### src/rtl/mem_arb_pkg.sv
`default_nettype none
// ============================================================================
// Module      : mem_arb_pkg
// Description : Shared types and encodings for the unified-memory port arbiter.
// Revision    : 1.0 - initial release
// ============================================================================
package mem_arb_pkg;

    localparam logic [1:0] ST_IDLE    = 2'd0;
    localparam logic [1:0] ST_BUSY_IF = 2'd1;
    localparam logic [1:0] ST_BUSY_DM = 2'd2;

    typedef enum logic [1:0] {
        IDLE    = ST_IDLE,
        BUSY_IF = ST_BUSY_IF,
        BUSY_DM = ST_BUSY_DM
    } arb_state_t;

    typedef enum logic {
        REQ_IF = 1'b0,
        REQ_DM = 1'b1
    } requester_t;

    // Same encoding as the control unit's SizeSrc field
    localparam logic [1:0] SIZE_BYTE = 2'b00;
    localparam logic [1:0] SIZE_HALF = 2'b01;
    localparam logic [1:0] SIZE_WORD = 2'b10;

endpackage
`default_nettype wire

### src/rtl/arb_watchdog.sv
`default_nettype none
// ============================================================================
// Module      : arb_watchdog
// Description : Busy-cycle counter; expire fires on the LIMIT-th counted cycle.
// Revision    : 1.0 - initial release
// ============================================================================
module arb_watchdog #(
    parameter int LIMIT = 16
) (
    input  logic clk,
    input  logic rst_n,
    input  logic start,
    input  logic clear,
    output logic expire
);
    localparam int              CW   = $clog2(LIMIT + 1);
    localparam logic [CW-1:0]   LAST = CW'(LIMIT - 1);

    logic [CW-1:0] cnt_q, cnt_d;

    always_comb begin
        cnt_d = cnt_q;
        if (clear) begin
            cnt_d = '0;
        end else if (start && cnt_q != LAST) begin
            cnt_d = cnt_q + CW'(1);
        end
    end

    always_ff @(posedge clk) begin
        if (!rst_n) begin
            cnt_q <= '0;
        end else begin
            cnt_q <= cnt_d;
        end
    end

    assign expire = start && (cnt_q == LAST);

endmodule
`default_nettype wire

### src/rtl/mem_port_arbiter.sv
`default_nettype none
// ============================================================================
// Module      : mem_port_arbiter
// Description : Fixed-priority fetch/load-store arbiter for one memory port,
//               with starvation guard. Optional watchdog: ARB_TIMEOUT_EN.
// Revision    : 1.0 - initial release
// ============================================================================
module mem_port_arbiter
    import mem_arb_pkg::*;
#(
    parameter int ADDR_WIDTH     = 32,
    parameter int DATA_WIDTH     = 32,
    parameter int STARVE_LIMIT   = 4,
    parameter int TIMEOUT_CYCLES = 16
) (
    input  logic                  clk,
    input  logic                  rst_n,
    input  logic                  if_req,
    input  logic [ADDR_WIDTH-1:0] if_addr,
    output logic [DATA_WIDTH-1:0] if_rdata,
    output logic                  if_ready,
    input  logic                  dm_req,
    input  logic                  dm_we,
    input  logic [ADDR_WIDTH-1:0] dm_addr,
    input  logic [DATA_WIDTH-1:0] dm_wdata,
    input  logic [1:0]            dm_size,
    output logic [DATA_WIDTH-1:0] dm_rdata,
    output logic                  dm_ready,
    output logic                  mem_en,
    output logic                  mem_we,
    output logic [ADDR_WIDTH-1:0] mem_addr,
    output logic [DATA_WIDTH-1:0] mem_wdata,
    output logic [1:0]            mem_size,
    input  logic [DATA_WIDTH-1:0] mem_rdata,
    input  logic                  mem_valid,
    output logic                  stall,
    output logic                  bus_err
);
    localparam int              SC_W       = $clog2(STARVE_LIMIT + 1);
    localparam logic [SC_W-1:0] STARVE_MAX = SC_W'(STARVE_LIMIT);

    arb_state_t            state_q, state_d;
    logic [SC_W-1:0]       starve_cnt_q, starve_cnt_d;
    logic                  mem_en_q, mem_en_d;
    logic                  mem_we_q, mem_we_d;
    logic [ADDR_WIDTH-1:0] mem_addr_q, mem_addr_d;
    logic [DATA_WIDTH-1:0] mem_wdata_q, mem_wdata_d;
    logic [1:0]            mem_size_q, mem_size_d;
    logic                  if_ready_q, if_ready_d;
    logic                  dm_ready_q, dm_ready_d;
    logic [DATA_WIDTH-1:0] if_rdata_q, if_rdata_d;
    logic [DATA_WIDTH-1:0] dm_rdata_q, dm_rdata_d;
    logic                  bus_err_q, bus_err_d;

    logic                  grant_valid;
    requester_t            grant_who;
    logic                  wd_expire;

    // Data has priority unless fetch has already waited STARVE_LIMIT data grants
    always_comb begin
        grant_valid = 1'b0;
        grant_who   = REQ_IF;
        if (dm_req && !(if_req && starve_cnt_q == STARVE_MAX)) begin
            grant_valid = 1'b1;
            grant_who   = REQ_DM;
        end else if (if_req) begin
            grant_valid = 1'b1;
            grant_who   = REQ_IF;
        end
    end

    always_comb begin
        state_d      = state_q;
        starve_cnt_d = starve_cnt_q;
        mem_en_d     = 1'b0;
        mem_we_d     = mem_we_q;
        mem_addr_d   = mem_addr_q;
        mem_wdata_d  = mem_wdata_q;
        mem_size_d   = mem_size_q;
        if_ready_d   = 1'b0;
        dm_ready_d   = 1'b0;
        if_rdata_d   = if_rdata_q;
        dm_rdata_d   = dm_rdata_q;
        bus_err_d    = bus_err_q;

        case (state_q)
            IDLE: begin
                if (!if_req) begin
                    starve_cnt_d = '0;
                end
                if (grant_valid) begin
                    mem_en_d = 1'b1;
                    if (grant_who == REQ_DM) begin
                        state_d     = BUSY_DM;
                        mem_we_d    = dm_we;
                        mem_addr_d  = dm_addr;
                        mem_wdata_d = dm_wdata;
                        mem_size_d  = dm_size;
                        if (if_req && starve_cnt_q != STARVE_MAX) begin
                            starve_cnt_d = starve_cnt_q + SC_W'(1);
                        end
                    end else begin
                        state_d      = BUSY_IF;
                        mem_we_d     = 1'b0;
                        mem_addr_d   = if_addr;
                        mem_wdata_d  = '0;
                        mem_size_d   = SIZE_WORD;
                        starve_cnt_d = '0;
                    end
                end
            end
            BUSY_IF, BUSY_DM: begin
                // A watchdog expiry completes the access with zero data
                if (mem_valid || wd_expire) begin
                    state_d = IDLE;
                    if (!mem_valid) begin
                        bus_err_d = 1'b1;
                    end
                    if (state_q == BUSY_IF) begin
                        if_ready_d = 1'b1;
                        if_rdata_d = mem_valid ? mem_rdata : '0;
                    end else begin
                        dm_ready_d = 1'b1;
                        if (!mem_valid) begin
                            dm_rdata_d = '0;
                        end else if (!mem_we_q) begin
                            dm_rdata_d = mem_rdata;
                        end
                    end
                end
            end
            default: state_d = IDLE;
        endcase
    end

    always_ff @(posedge clk) begin
        if (!rst_n) begin
            state_q      <= IDLE;
            starve_cnt_q <= '0;
            mem_en_q     <= 1'b0;
            mem_we_q     <= 1'b0;
            mem_addr_q   <= '0;
            mem_wdata_q  <= '0;
            mem_size_q   <= 2'b00;
            if_ready_q   <= 1'b0;
            dm_ready_q   <= 1'b0;
            if_rdata_q   <= '0;
            dm_rdata_q   <= '0;
            bus_err_q    <= 1'b0;
        end else begin
            state_q      <= state_d;
            starve_cnt_q <= starve_cnt_d;
            mem_en_q     <= mem_en_d;
            mem_we_q     <= mem_we_d;
            mem_addr_q   <= mem_addr_d;
            mem_wdata_q  <= mem_wdata_d;
            mem_size_q   <= mem_size_d;
            if_ready_q   <= if_ready_d;
            dm_ready_q   <= dm_ready_d;
            if_rdata_q   <= if_rdata_d;
            dm_rdata_q   <= dm_rdata_d;
            bus_err_q    <= bus_err_d;
        end
    end

`ifdef ARB_TIMEOUT_EN
    logic wd_start;
    logic wd_clear;

    assign wd_start = (state_q != IDLE) && !mem_valid;
    assign wd_clear = (state_q == IDLE);

    arb_watchdog #(
        .LIMIT (TIMEOUT_CYCLES)
    ) u_watchdog (
        .clk    (clk),
        .rst_n  (rst_n),
        .start  (wd_start),
        .clear  (wd_clear),
        .expire (wd_expire)
    );
`else
    assign wd_expire = 1'b0;
`endif

    assign mem_en    = mem_en_q;
    assign mem_we    = mem_we_q;
    assign mem_addr  = mem_addr_q;
    assign mem_wdata = mem_wdata_q;
    assign mem_size  = mem_size_q;
    assign if_ready  = if_ready_q;
    assign dm_ready  = dm_ready_q;
    assign if_rdata  = if_rdata_q;
    assign dm_rdata  = dm_rdata_q;
    assign bus_err   = bus_err_q;
    assign stall     = (if_req & ~if_ready_q) | (dm_req & ~dm_ready_q);

endmodule
`default_nettype wire

### config.mk
export PLATFORM = sky130hd
export DESIGN_NAME = mem_port_arbiter
export DESIGN_NICKNAME = d
export VERILOG_FILES = /design/src/rtl/mem_arb_pkg.sv /design/src/rtl/arb_watchdog.sv /design/src/rtl/mem_port_arbiter.sv
export SDC_FILE = /design/constraint.sdc
export NUM_CORES = 1
export LEC_CHECK = 0
export CORE_ASPECT_RATIO = 0.8
export CORE_MARGIN = 2
export CORE_UTILIZATION = 37
export CTS_CLUSTER_DIAMETER = 200
export DETAILED_ROUTE_END_ITERATION = 7
export PLACE_DENSITY = 0.79
export SETUP_SLACK_MARGIN = 0.3
export SYNTH_ARGS = -nofsm -noshare
export SYNTH_HDL_FRONTEND = slang
export SYNTH_HIERARCHICAL = 1
export SYNTH_SLANG_ARGS = --single-unit
### constraint.sdc
create_clock -name clk -period 1.55 [get_ports clk]
set_input_delay 0.31 -clock clk [delete_from_list [all_inputs] [get_ports clk]]
set_output_delay 0.31 -clock clk [all_outputs]
set_load 0.02 [all_outputs]
# Word-level counts from Yosys, hierarchy flattened
# Index checks and enable logic that the tools add are counted.
word_totals:
  output_inout_bits: 136
  word_cells: 55
  input_bits: 136
  ff_bits: 139
op_classes:
  n_mux: 18
  eq_ne: 6
  n_addsub: 1
  reduce_logical: 12
  n_bitwise: 7
op_table:
  columns: ["operator", "n"]
  rows:
  - ["32-bit 2-to-1 mux", 2]
  - ["3-bit 2-to-1 mux", 4]
  - ["2-bit 2-to-1 mux", 4]
  - ["1-bit 2-to-1 mux", 7]
  - ["2-bit AND reduction", 3]
  - ["3-bit AND reduction", 2]
  - ["2-bit != test, second input constant", 2]
  - ["1-bit inverter", 4]
  - ["2-bit case mux with 2 select lines", 1]
  - ["4-bit AND reduction", 1]
  - ["3-bit by 1-bit adder with 3-bit output, second input constant", 1]
  - ["3-bit equality test, second input constant", 1]
  - ["1-bit logical AND", 3]
  - ["3-bit != test, second input constant", 1]
  - ["1-bit bitwise AND", 2]
  - ["2-bit by 1-bit equality test with 1-bit output, second input constant", 1]
  - ["2-bit equality test, second input constant", 1]
  - ["2-bit zero test", 1]
  - ["2-bit OR reduction", 1]
  - ["1-bit zero test", 1]
  - ["1-bit bitwise OR", 1]

# Longest topological paths before layout
# Gate-level depths: netlist of the first run.
logic_depth:
  word_depth: 8
  mapped_depth: 8
  mapped_depth_nobuf: 5

# Worst setup path after synthesis of the first run
# Ideal clock, no wire load.
synth_path:
  path_type: "reg2reg"
  from: "reg starve_cnt_q[0]"
  to: "reg state_q[1]"
  n_path_buf: 1
  stages_incl_launch_ff: 7
  setup_ps: 70
  t_arrival_ps: 1486
  path_slack_ps: -6
  required_ps: 1480
  period_less_slack_ps: 1556
  path_cell_list: "dfxtp_1 > inv_1 > ha_1 > and3_4 > clkbuf_2 > or4_1 > a21boi_1"
synth_via:
  elab_chain_cells: 8
  elab_cells_between_ends: 11
  classes_between: "2 x eq/ne; 5 x mux; 4 x reduce/logical"
synth_lines:
  columns: ["element", "line_no", "text"]
  rows:
  - ["start, declared", "mem_port_arbiter.sv:43", "logic [SC_W-1:0] starve_cnt_q, starve_cnt_d;"]
  - ["start signal, assigned", "mem_port_arbiter.sv:152", "starve_cnt_q <= starve_cnt_d;"]
  - ["3-bit equality test (*)", "mem_port_arbiter.sv:63", "if (dm_req && !(if_req && starve_cnt_q == STARVE_MAX)) begin"]
  - ["1-bit logical AND (*)", "mem_port_arbiter.sv:63", null]
  - ["1-bit zero test (*)", "mem_port_arbiter.sv:63", null]
  - ["1-bit logical AND (*)", "mem_port_arbiter.sv:63", null]
  - ["1-bit 2-to-1 mux", "mem_port_arbiter.sv:63", null]
  - ["2-bit 2-to-1 mux", "mem_port_arbiter.sv:93", "if (grant_who == REQ_DM) begin"]
  - ["2-bit 2-to-1 mux", "mem_port_arbiter.sv:91", "if (grant_valid) begin"]
  - ["2-bit case mux with 2 select lines", "mem_port_arbiter.sv:86", "case (state_q)"]
  - ["end signal, assigned", "mem_port_arbiter.sv:151", "state_q <= state_d;"]
  - ["end, declared", "mem_port_arbiter.sv:42", "arb_state_t state_q, state_d;"]
# Every way passes the cells marked *; elsewhere a longest branch is shown, timed or not. The select of a mux whose other input is x is not followed.
# A chain may end at the register's enable or synchronous reset.

# Worst setup path in the final report of the first run
layout_path:
  from: "reg state_q[0]"
  to: "reg dm_rdata_q[1], in the netlist dm_rdata[1]"
layout_via:
  elab_chain_cells: 3
  elab_cells_between_ends: 5
  classes_between: "2 x eq/ne; 1 x bitwise; 2 x reduce/logical"
layout_lines:
  columns: ["element", "line_no", "text"]
  rows:
  - ["2-bit by 1-bit equality test with 1-bit output / 2-bit equality test (equally long branches)", "mem_port_arbiter.sv:86, mem_port_arbiter.sv:119", null]
  - ["2-bit OR reduction / 1-bit inverter (equally long branches)", null, null]
  - ["4-bit AND reduction (no line) (*)", null, null]
  - ["end signal, assigned", "mem_port_arbiter.sv:161", "dm_rdata_q <= dm_rdata_d;"]
  - ["end, declared", "mem_port_arbiter.sv:52", "logic [DATA_WIDTH-1:0] dm_rdata_q, dm_rdata_d;"]
# Every way passes the cells marked *; elsewhere a longest branch is shown, timed or not.

==> results of run 1 <==
power by group:
group	internal [mW]	switching, mW
logic	1.37	1.36
registers	3.85	0.143
clock network	2.73	1.69
total	7.95	3.20
routing by layer:
metal,global-route usage,up-vias,part of all wire
li1,-,2946,-
met1,0.295,2949,0.44
met2,0.357,272,0.46
met3,0.0751,25,0.091
met4,0.0593,0,0.015
met5,0,-,0
Yosys cell counts, types with 2 or more instances:
master / instances / area, sq um
a31oi_1: 32 / 200
clkbuf_1: 47 / 176
nand2_1: 173 / 649
o21ai_1: 2 / 10.0
a21oi_1: 41 / 205
inv_1: 6 / 22.5
buf_2: 12 / 60.1
buf_1: 4 / 15.0
nand4_1: 28 / 175
nand2b_1: 3 / 18.8
a21boi_0: 89 / 668
o21ai_0: 67 / 335
ha_1: 4 / 50.1
nor2b_1: 2 / 12.5
and2_1: 2 / 12.5
nor3b_1: 2 / 15.0
a21boi_1: 7 / 52.6
dfxtp_1: 139 / 2780
worst paths after layout:
path | cells after the start | slack (ns) | endpoint
worst min-delay path | 2 | 0.29 | if_rdata[31]$_SDFFE_PN0P_
worst min register to register | 2 | 0.45 | mem_wdata[10]$_SDFFE_PN0P_
worst max-delay path | 7 | 0.07 | dm_rdata[1]$_SDFFE_PN0P_
worst max register to register | 7 | 0.07 | dm_rdata[1]$_SDFFE_PN0P_
what timing repair did:
action,4_1_cts,5_1_grt
buffers inserted,1,14
pin swaps,0,57
endpoints found under the setup margin,270,225
cloned,2,23
gates resized for setup,584,267
state kept, by name (all words and copies together) (netlist names):
name,count
dm_rdata,32
if_rdata,32
mem_addr,32
mem_wdata,32
starve_cnt_q,3
mem_size,2
state_q,2
dm_ready,1
if_ready,1
mem_en,1
mem_we,1
worst reg2reg max path: cells and delay by family, from the launching register on:
family | cells | cell delay [ns]
fa+ha+maj | 1 | 0.26
buf+inv | 3 | 0.41
simple gates | 2 | 0.25
compound gates | 1 | 0.13
flops | 1 | 0.37
metrics by stage:
| step | TNS (ns) | instances | power, mW | utilization |
|---|---|---|---|---|
| 2_1_floorplan | 0 | 676 | 5.11 | - |
| 3_3_place_gp | -17.65 | 1102 | 6.21 | 0.586 |
| 3_5_place_dp | -20.41 | 1102 | 6.23 | 0.586 |
| 4_1_cts | 0 | 1137 | 10.5 | 0.595 |
| 5_1_grt | 0 | 1175 | 11.5 | 0.678 |
| 6_report | 0 | 1175 | 11.1 | 0.678 |
kinds of logic after synthesis:
family,after synthesis
AND/OR/NAND/NOR,218
flip-flops,139
buffers and inverters,72
adder cells (fa/ha/maj),4
other,1
AO/OA/AOI/OAI,242
cell type report:
type,count,area [sq um]
inverter,6,22.5
multi-input combinational,465,2910
tap,189,236
clock buffer,17,425
antenna,1,2.50
fill,1195,4790
clock inverter,15,215
timing repair buffer,343,3430
sequential,139,2830
==> results.cfg, run 1 <==
[timing]
worst_slack_ns = 0.0705
finalCriticalPeriod_ns = 1.48
finalSetupViolCount = 0
timing.hold.ws_ns = 0.286
rsz0062_at_grt = yes
fmax_mhz = 676
clock_skew_ns = 0.0122
fin_crit_sh = 0.955
drv_slew = 0
hold_violations = 0

[outcome]
status = finished, final reports clean

[placement]
placed_area_sq_mm = 0.00871
port_buffers = 270
dp_slack_ns = -0.444
globalplace.congestion = 0.805
hpwl_um = 12300

[clock_tree]
cts_sinks = 139
ctsHoldBuffers = 0
clkTransAtPathRegs_ns = 0.06
h-tree-depth = 4
cts_made_buffers = 17
cts_tree = built
cts_buffer_depth = 2
clkLatencyLatePin_ns = 0.42
cts-root-buf = clkbuf_16

[setup_path]
worst-path-buf-inv = 3
arrival_ns = 1.83
cp.required_ns = 1.90
critical_path_class = reg2reg
worstSetupStartpoint = state_q[0]$_SDFFE_PN0P_
crit_chain = inv_2 -> ha_4 -> nor4bb_4 -> buf_6 -> clkbuf_16 -> nand2_2 -> a21boi_1
crit_family = buffers and inverters
cpPeakStageDelay_ns = 0.37
crit_path_end_kind = flip-flop
cp_max_fo = 8
worstReg2RegStart = state_q[0]$_SDFFE_PN0P_
critPathSlowestCell = dfxtp_4
startpoint_type = flip-flop

[yosys]
synth-simple-area-share = 0.169
yosys-mux-area-fraction = 0
synth_nets = 816
ys_warn_count = 6
avgSynthCellArea_sq_um = 8.26
yosysSeqAreaShare = 0.499
synth_top_family_by_area = compound AO/OA/AOI/OAI gates
ys_seq_elements = 139
synth_compound_area_frac = 0.269
syn_area_sq_mm = 0.00558
synth-xor-area-share = 0
synthFlopType = dfxtp_1
syn_inst = 676
synthAdderAreaFrac = 0.00897
async_flop_share = 0
synth-edff-count = 0
synth_cell_types = 34

[grt]
grt_max_degree = 47
grt_pass1_vias = 5314
overflow = 0
grt_pass1_wl_um = 28700
antenna_found_initial = 1
grt.total_usage = 0.225

[final_layout]
nNetsFinal = 1112
design_area_sq_mm = 0.0101
area.growth.synth_to_final_pct = 80.5
final_cell_mix = nand2_1, clkdlybuf4s50_1, dfxtp_1
mostFrequentLayoutCell = nand2_1
drive_above_1_share = 0.345

[floorplan]
start_util = 0.376
fp.dieW_um = 141
io_pins = 272
dieHeight_um = 114
core_area_sq_mm = 0.0149
rows = 40
dieArea_sq_mm = 0.0161

[routing]
postRouteAntennaNets = 0
wl_um = 21800
vias_per_cell = 5.27
vias = 6192
drc_errors = 0
routedWlPerCell_um = 18.5
first_pass_iters = 5
drt_iter0_markers = 402

[power_and_ir_drop]
ir_drop_v = 0.000781
power_density_mw_per_mm2 = 1110
leakagePower_nw = 4.06

[worst_hold_path]
min-delay-start = rst_n
hold_class = in2reg

[run]
maxCapViolCount = 0
(Power assumes the default switching activity.)
==> inputs of run 2 (changes only) <==
--- a/config.mk
+++ b/config.mk
@@ -6,7 +6,6 @@
 export NUM_CORES = 1
 export LEC_CHECK = 0
 export CORE_ASPECT_RATIO = 0.8
-export CORE_MARGIN = 2
 export CORE_UTILIZATION = 37
 export CTS_CLUSTER_DIAMETER = 200
 export DETAILED_ROUTE_END_ITERATION = 7
==> run 2 against run 1 <==
Compared with the run above: hold slack improved by 0.030 ns; largest power group is now registers; worst setup slack got worse by 0.025 ns; clock power decreased by 12%; clock-buffer cell count increased by 2; highest routed layer unchanged; fmax decreased by 1.7%; wire length increased by 1.8%; largest cell class unchanged.
==> results.cfg, run 2 (synthesis results as in run 1) <==
[placement]
globalplace.congestion = 0.768
port_buffers = 270
hpwl_um = 12000

[final_layout]
mostFrequentLayoutCell = nand2_1
drive_above_1_share = 0.385
area.growth.synth_to_final_pct = 82.8
nNetsFinal = 1108
seqCellArea_sq_mm = 0.00284
multi_input_area_sq_mm = 0.00320
nFillCells = 1126
final_cell_mix = nand2_1, clkdlybuf4s50_1, dfxtp_1

[setup_path]
reg2reg_depth = 7
r2r-end = dm_rdata[20]$_SDFFE_PN0P_
cp.required_ns = 1.90
crit_path_end_kind = flip-flop
startpoint_type = flip-flop
cp_max_fo = 8
critical_path_class = reg2reg
r2r_slack_ns = 0.05
arrival_ns = 1.86
worstReg2RegStart = state_q[0]$_SDFFE_PN0P_

[timing]
fmax_mhz = 665
finalSetupViolCount = 0
rsz0062_at_grt = yes
fin_setup_tns_ns = 0
relSlewSlack = 0.517
tightest_slew_ns = 0.725
hold_violations = 0
clock_skew_ns = 0.0148
finalCriticalPeriod_ns = 1.50
drv_slew = 0
fin_crit_sh = 0.971

[grt]
overflow = 0
antenna_found_initial = 2
grt_pass1_wl_um = 28700
grt_pass1_vias = 5450
grt_max_degree = 51
grt.total_usage = 0.231

[outcome]
status = finished, final reports clean

[power_and_ir_drop]
power_density_mw_per_mm2 = 1040
leakagePower_nw = 4.05
ir_drop_v = 0.000808
power_mw = 10.7

[clock_tree]
clkTransAtPathRegs_ns = 0.06
clkLatencyLatePin_ns = 0.43
cts-root-buf = clkbuf_16
cts_tree = built
h-tree-depth = 4
ctsHoldBuffers = 0
cts_made_buffers = 17
cts_buffer_depth = 2
cts_sinks = 139

[floorplan]
dieArea_sq_mm = 0.0156
core_area_sq_mm = 0.0145
rows = 39
fp.dieW_um = 139
dieHeight_um = 112
start_util = 0.385
io_pins = 272

[routing]
postRouteAntennaNets = 0
drc_errors = 0
wl_um = 22200
met2_length_um = 10100
highest_layer = met4
drt_iter0_markers = 358
routedWlPerCell_um = 19.0
vias_per_cell = 5.34
wl_met3_um = 1940
vias = 6229
met1_length_um = 9610
first_pass_iters = 4

[worst_hold_path]
min-delay-start = rst_n
hold_class = in2reg
hold_end = dm_rdata[17]$_SDFFE_PN0P_
min_path_cells = 2

[run]
maxCapViolCount = 0
==> run 2: changes by cell type in the layout (fill, tap and decap cells not counted), moves of 6 or more <==
cell      before  now
a21oi_1       34   19
dfxtp_2       28   40
a31oi_1       18    9
dfxtp_1      109   96
a21boi_1      76   52
o21ai_0       22   32
buf_4        107   72
a21oi_2        7   22
o21ai_1       42   31
a31oi_2        6    0
a31oi_4        8   23
buf_2         37   65
a21boi_0      12   33
==> run 2: worst max-delay path by stage <==
stage | from | to | slack [ns]
floorplan | state_q[1]$_SDFFE_PN0P_ | state_q[1]$_SDFFE_PN0P_ | 0.17
global placement | if_req | stall | -0.43
detailed placement | if_req | stall | -0.42
CTS | if_req | stall | 0.06
global route | state_q[0]$_SDFFE_PN0P_ | dm_rdata[15]$_SDFFE_PN0P_ | -0.03
finish | state_q[0]$_SDFFE_PN0P_ | dm_rdata[20]$_SDFFE_PN0P_ | 0.05
==> run 2: timing repair <==
item,4_1_cts,5_1_grt
gates resized for setup,564,283
pin swaps,0,94
gates cloned,0,25
endpoints found under the setup margin,267,262
setup buffers,0,15
==> run 2: critical path, cell delays in order, from the launching register on <==
cell       delay (ns)
dfxtp_2          0.35
inv_2            0.05
ha_4             0.28
nor4bb_4         0.20
buf_6            0.18
clkbuf_16        0.19
nand2_1          0.06
a21boi_1         0.13
==> run 2: stage by stage <==
stage	instance area [sq um]	worst slack, ns	utilization	cells	hold WS, ns
6_report	10200	0.0452	0.704	1167	0.316
5_1_grt	10200	-0.0256	0.704	1167	0.321
4_1_cts	8610	0.0598	0.594	1125	0.316
3_5_place_dp	8670	-0.425	0.599	1093	0.444
3_3_place_gp	8670	-0.428	0.599	1093	0.439
2_1_floorplan	5770	0.175	-	676	0.445
==> run 2: where the power goes <==
part,internal (mW),switching [mW]
logic,1.36,1.43
clock network,2.26,1.62
registers,3.85,0.142
total,7.46,3.20
==> run 2: cell type report <==
cell class	instances	area share
sequential	139	0.279
multi-input combinational	466	0.313
clock inverter	13	0.0115
inverter	6	0.00221
antenna	2	0.000491
tap	184	0.0226
clock buffer	19	0.0434
timing repair buffer	338	0.328
==> run 2: per-layer routing <==
metal	vias up	GRT usage
li1	2940	-
met1	2980	0.292
met2	271	0.365
met3	38	0.0822
met4	0	0.0770
met5	-	0
